### src/rtl/instr_sequencer.sv
// Program sequencer feeding simple_cpu. A host fills a small instruction store.
// On start, the sequencer presents one word at a time to the CPU and holds each
// word for HOLD_CYCLES clocks. It can free-run, single-step, stop on a HALT
// opcode, or stop on an external halt request.
module instr_sequencer #(
    parameter int          INSTR_WIDTH = 20,
    parameter int          PC_BITS     = 4,
    parameter int          HOLD_CYCLES = 3,
    parameter logic [3:0]  HALT_OP     = 4'hF
) (
    input  logic                   clk,
    input  logic                   rst,
    input  logic                   prog_wen,
    input  logic [PC_BITS-1:0]     prog_addr,
    input  logic [INSTR_WIDTH-1:0] prog_data,
    input  logic                   start,
    input  logic                   step_mode,
    input  logic                   step,
    input  logic                   halt_req,
    output logic [INSTR_WIDTH-1:0] instruction,
    output logic                   instr_valid,
    output logic [PC_BITS-1:0]     pc,
    output logic                   busy,
    output logic                   done
);

    localparam int DEPTH = 1 << PC_BITS;
    localparam int CNT_W = (HOLD_CYCLES > 1) ? $clog2(HOLD_CYCLES) : 1;

    typedef enum logic [1:0] {IDLE, ISSUE, WAIT_STEP, DONE} state_t;

    state_t                 state;
    logic [CNT_W-1:0]       hold_cnt;
    logic [INSTR_WIDTH-1:0] mem [DEPTH];

    logic [PC_BITS-1:0]     pc_next;
    logic [INSTR_WIDTH-1:0] first_word;
    logic [INSTR_WIDTH-1:0] next_word;
    logic                   first_is_halt;
    logic                   next_is_halt;
    logic                   idle_like;
    logic                   last_hold;
    logic                   to_done;
    logic                   to_wait;
    logic                   advance;

    // Fetch paths and the end-of-word decision shared by ISSUE and WAIT_STEP
    always_comb begin
        pc_next       = pc + 1'b1;
        first_word    = mem[0];
        next_word     = mem[pc_next];
        first_is_halt = (first_word[INSTR_WIDTH-1 -: 4] == HALT_OP);
        next_is_halt  = (next_word[INSTR_WIDTH-1 -: 4] == HALT_OP);
        idle_like     = (state == IDLE) || (state == DONE);
        last_hold     = (hold_cnt == CNT_W'(HOLD_CYCLES - 1));
        to_done       = 1'b0;
        to_wait       = 1'b0;
        advance       = 1'b0;
        if (state == ISSUE && last_hold) begin
            // The store end is a hard stop; pc never wraps to 0.
            if (halt_req || pc == {PC_BITS{1'b1}}) to_done = 1'b1;
            else if (step_mode)                   to_wait = 1'b1;
            else                                  advance = 1'b1;
        end else if (state == WAIT_STEP) begin
            if (halt_req)  to_done = 1'b1;
            else if (step) advance = 1'b1;
        end
    end

    // Host writes are accepted only while no program is running. A start in
    // the same clock still reads the old mem[0] because both use the pre-edge value.
    always_ff @(posedge clk) begin
        if (prog_wen && idle_like) mem[prog_addr] <= prog_data;
    end

    // Sequencer FSM with all outputs registered
    always_ff @(posedge clk or posedge rst) begin
        if (rst) begin
            state       <= IDLE;
            pc          <= '0;
            instruction <= '0;
            instr_valid <= 1'b0;
            busy        <= 1'b0;
            done        <= 1'b0;
            hold_cnt    <= '0;
        end else if (idle_like) begin
            if (start) begin
                pc <= '0;
                if (first_is_halt) begin
                    state       <= DONE;
                    instr_valid <= 1'b0;
                    busy        <= 1'b0;
                    done        <= 1'b1;
                end else begin
                    state       <= ISSUE;
                    instruction <= first_word;
                    instr_valid <= 1'b1;
                    busy        <= 1'b1;
                    done        <= 1'b0;
                    hold_cnt    <= '0;
                end
            end
        end else if (to_done) begin
            state       <= DONE;
            instr_valid <= 1'b0;
            busy        <= 1'b0;
            done        <= 1'b1;
        end else if (to_wait) begin
            // Keep instruction and pc visible while the host decides to step.
            state       <= WAIT_STEP;
            instr_valid <= 1'b0;
        end else if (advance) begin
            pc <= pc_next;
            if (next_is_halt) begin
                // The HALT word itself is never put on the bus.
                state       <= DONE;
                instr_valid <= 1'b0;
                busy        <= 1'b0;
                done        <= 1'b1;
            end else begin
                state       <= ISSUE;
                instruction <= next_word;
                instr_valid <= 1'b1;
                hold_cnt    <= '0;
            end
        end else if (state == ISSUE) begin
            hold_cnt <= hold_cnt + 1'b1;
        end
    end

endmodule

### config.mk
export PLATFORM = sky130hd
export DESIGN_NAME = instr_sequencer
export DESIGN_NICKNAME = d
export VERILOG_FILES = /design/src/rtl/instr_sequencer.sv
export SDC_FILE = /design/constraint.sdc
export NUM_CORES = 1
export LEC_CHECK = 0
export BUFFER_PORTS_ARGS = -buffer_cell sky130_fd_sc_hd__buf_2
export CORE_MARGIN = 5
export CORE_UTILIZATION = 61
export DETAILED_ROUTE_END_ITERATION = 8
export PLACE_DENSITY = 0.84
export REMOVE_ABC_BUFFERS = 1
export SYNTH_ARGS = -nofsm -noshare
export SYNTH_HDL_FRONTEND = slang
export SYNTH_SLANG_ARGS = --single-unit
### constraint.sdc
create_clock -name clk -period 3.75 [get_ports clk]
set_input_delay 0.5625 -clock clk [delete_from_list [all_inputs] [get_ports clk]]
set_output_delay 0.5625 -clock clk [all_outputs]
set_load 0.05 [all_outputs]
==> parameters.txt <==
Parameter                              Value

Placement
  Half-perimeter wire length of the detailed placement result ... 17300 um
  Area after detailed placement ... about 15000 um2
  Quantity of I/O buffers inserted on ports ... 57
  Last weighted congestion value of the routability-driven placer ... about 0.85

STA
  Slew Viols, Final ... 0
  Tcrit/Tclk final ... 0.888
  Clock period minus final worst setup slack ... 3330 ps
  Number of failing hold endpoints at the final stage ... 0
  Tightest slew margin relative to the limit ... 0.484
  Worst clock skew ... 21.2 ps
  Setup violators final ... 0
  Setup repair after global routing missed its margin ... false
  TNS Setup ... 0 ps
  Slew at the pin closest to its max-slew limit ... 773 ps
  Max frequency ... around 0.3 GHz

Synthesis
  Register bit total from synthesis ... 351
  Biggest area contributors in the synthesized netlist ... edfxtp_1 68%, mux4_2 12%, dfrtp_1 5.5%
  Gate Count Post-Synth ... 722
  Part of the Yosys area used for sequential elements ... 0.737
  Cell area after synthesis ... 14100 um2
  Average cell area after synthesis ... 19.5 um2
  Number of library cell types mapped by synthesis ... 44
  Most frequently used flop master after synthesis ... edfxtp_1
  Post-synth EDFFs ... 320
  Warnings, synthesis ... 0
  Async set or reset register ratio after synthesis ... 0.0883
  Largest area contributor in the synthesized netlist ... edfxtp_1
  Area share of the largest cell type after synthesis ... 0.682

Power
  Highest ir drop seen on vdd ... ~0.5 mV
  Power density normalized to cell area ... 675 nW/um2
  Static Leakage ... 5.36 nW
  Final Power ... 10.8 mW

Setup path
  Depth of the worst register-to-register path ... 7
  Reg2reg end ... instruction[0]
  Setup CP Type ... reg -> reg
  Worst Setup End Kind ... register
  Source of the worst register-to-register timing path ... pc[0]
  Crit path to ... instruction[0]
  Launch point of the critical path ... pc[0]
  Endpoint required time on the critical path ... 4140 ps
  Startpoint Class ... register
  Largest fanout on the critical path ... 50
  Worst path arrival time ... ~3700 ps
  Register-to-register setup slack ... about 420 ps

Clocking
  CTS H-tree depth ... 2
  Total number of clock tree sinks ... 351
  Post-CTS Setup Repair Bufs ... 0
  Count of cells resized by post-cts repair ... 0
  Cell at the root of the clock tree ... clkbuf_16
  Clock network latency to the later pin of the worst-skew pair ... approximately 520 ps
  Clock tree from TritonCTS ... built
  Clock buffers created by TritonCTS ... 35
  Post-CTS Hold Buffers ... 0
  CTS clk-pin slew, worst paths ... ~60 ps
  Max clock buf depth ... 3

Drt
  Number of violations reported at the end of detailed-routing iteration 0 ... ~840
  DR DRC count ... 0
  Vias ... 7473
  Vias per inst ... approximately 6.7
  Number of iterations in the first detailed-routing pass ... 5
  Average wire per cell in the routed design ... about 28 um
  Post-route antenna net violation count ... 0
  Total wire length ... 31900 um

Global routing
  First-pass GRT wire length ... just under 50000 um
  GRT Util Overall ... 0.248
  Number of antenna violations at the first check in global routing ... 2
  Pin count of the biggest net entering global routing ... 105
  Sum of overflow across all layers after global routing ... 0
  Number of global-route vias before repair ... ~7700

Layout
  Area overhead of the layout relative to synthesis ... 13.7%
  Post-layout util ... 0.705
  Total non-filler cell area in the finished layout ... about 16000 um2
  Filler cells ... between 1000 and 1500
  Final Net Count ... 844
  Antenna diode count ... 0
  Layout cells sized above 1 ... 0.309

Run status
  Result of the run ... finished, final reports clean

Worst hold path
  Hold Crit Class ... in -> async

Floorplan
  Number of placement rows ... between 50 and 60
  Die footprint ... 26200 um2
  I/O pin count ... 58
  Starting Density ... 0.620
  Width of the die ... between 150 and 200 um
  Core box area ... between 20000 and 25000 um2
  Vertical die dimension ... approximately 160 um

Flow run
  Count of maximum capacitance violations ... 0
[how the worst min path moves through the flow]
stage	startpoint	end	slack [ps]	cells past startpoint
after floorplan	hold_cnt[1]	hold_cnt[1]	460	1
after global placement	instr_valid	instr_valid	470	2
after detailed placement	instr_valid	instr_valid	470	2
after CTS	rst	instruction[14]	190	2
after global routing	rst	instruction[4]	230	2
final	rst	instruction[4]	180	2
[cell usage after synthesis, drive strengths merged, types with 9 or more instances]
master	number
edfxtp	320
nor3	13
buf	20
nor3b	12
mux2i	42
nor2	20
a21oi	9
nand3	10
o221ai	16
mux4	72
nand2	54
clkbuf	17
dfrtp	31
mux2	22
inv	10
[state kept, by name (all words and copies together), names as in the netlist]
| register | count |
|---|---|
| busy | 1 |
| state | 2 |
| instruction | 20 |
| done | 1 |
| pc | 4 |
| instr_valid | 1 |
| mem | 320 |
| hold_cnt | 2 |
[per-layer routing]
layer  track usage  routed length (um)
met1         0.357               12000
met2         0.403               16100
met3        0.0507                3220
met4        0.0557                 564
met5             0                  33
[per-stage QoR]
stage / cells / hold WS, ps / setup WS [ps]
after detailed placement: 1057 / 469 / 501
after floorplan: 685 / 460 / -4750
after global routing: 1120 / 234 / 323
after global placement: 1057 / 474 / 580
after CTS: 1120 / 186 / 459
final: 1120 / 176 / 421
[cells in the final DEF, fill, tap and decap left out, drive strengths merged, types with 2 or more instances in the layout]
| cell type | count |
|---|---|
| a21oi | 9 |
| a31oi | 2 |
| buf | 87 |
| bufinv | 4 |
| clkbuf | 45 |
| clkinv | 11 |
| clkinvlp | 2 |
| dfrtp | 31 |
| edfxtp | 320 |
| ha | 4 |
| inv | 11 |
| mux2 | 22 |
| mux2i | 42 |
| mux4 | 72 |
| nand2 | 54 |
| nand2b | 4 |
| nand3 | 10 |
| nand3b | 6 |
| nand4 | 8 |
| nand4b | 3 |
| nor2 | 20 |
| nor3 | 13 |
| nor3b | 12 |
| o21ai | 7 |
| o221ai | 16 |
| o22ai | 2 |
| or3 | 2 |
| xor2 | 2 |
[report_power, final]
part	switching (mW)	leakage, nW	internal [mW]
sequential	0.144	3.26	4.50
combinational	1.67	1.53	0.982
clock	1.42	0.567	2.09
total	3.24	5.36	7.57
[area by class of cell]
type | instances | area, um2 | area share
well taps | 285 | 357 | 0.0223
multi-input cells | 324 | 3550 | 0.222
flip-flops and latches | 351 | 10400 | 0.648
clock buffers | 45 | 955 | 0.0596
clock inverters | 18 | 210 | 0.0131
inverters | 10 | 37.5 | 0.00234
repair buffers | 87 | 523 | 0.0326
[cells by family (layout without fill, tap and decap cells)]
group	Yosys count	in the layout	share of synthesized area
buf+inv	47	160	0.0167
simple gates	136	136	0.0482
xor+xnor	3	3	0.00240
flops	351	351	0.737
fa+ha+maj	4	4	0.00355
mux	136	136	0.167
compound gates	45	45	0.0250
[worst max-delay path: stages (launching register included)]
cell and delay [ps]:
dfrtp_4 500, ha_4 670, buf_4 430, buf_4 480, mux4_2 390, mux2i_1 210
o221ai_1 160, mux2_4 290
Power figures use the tool's default switching activity.
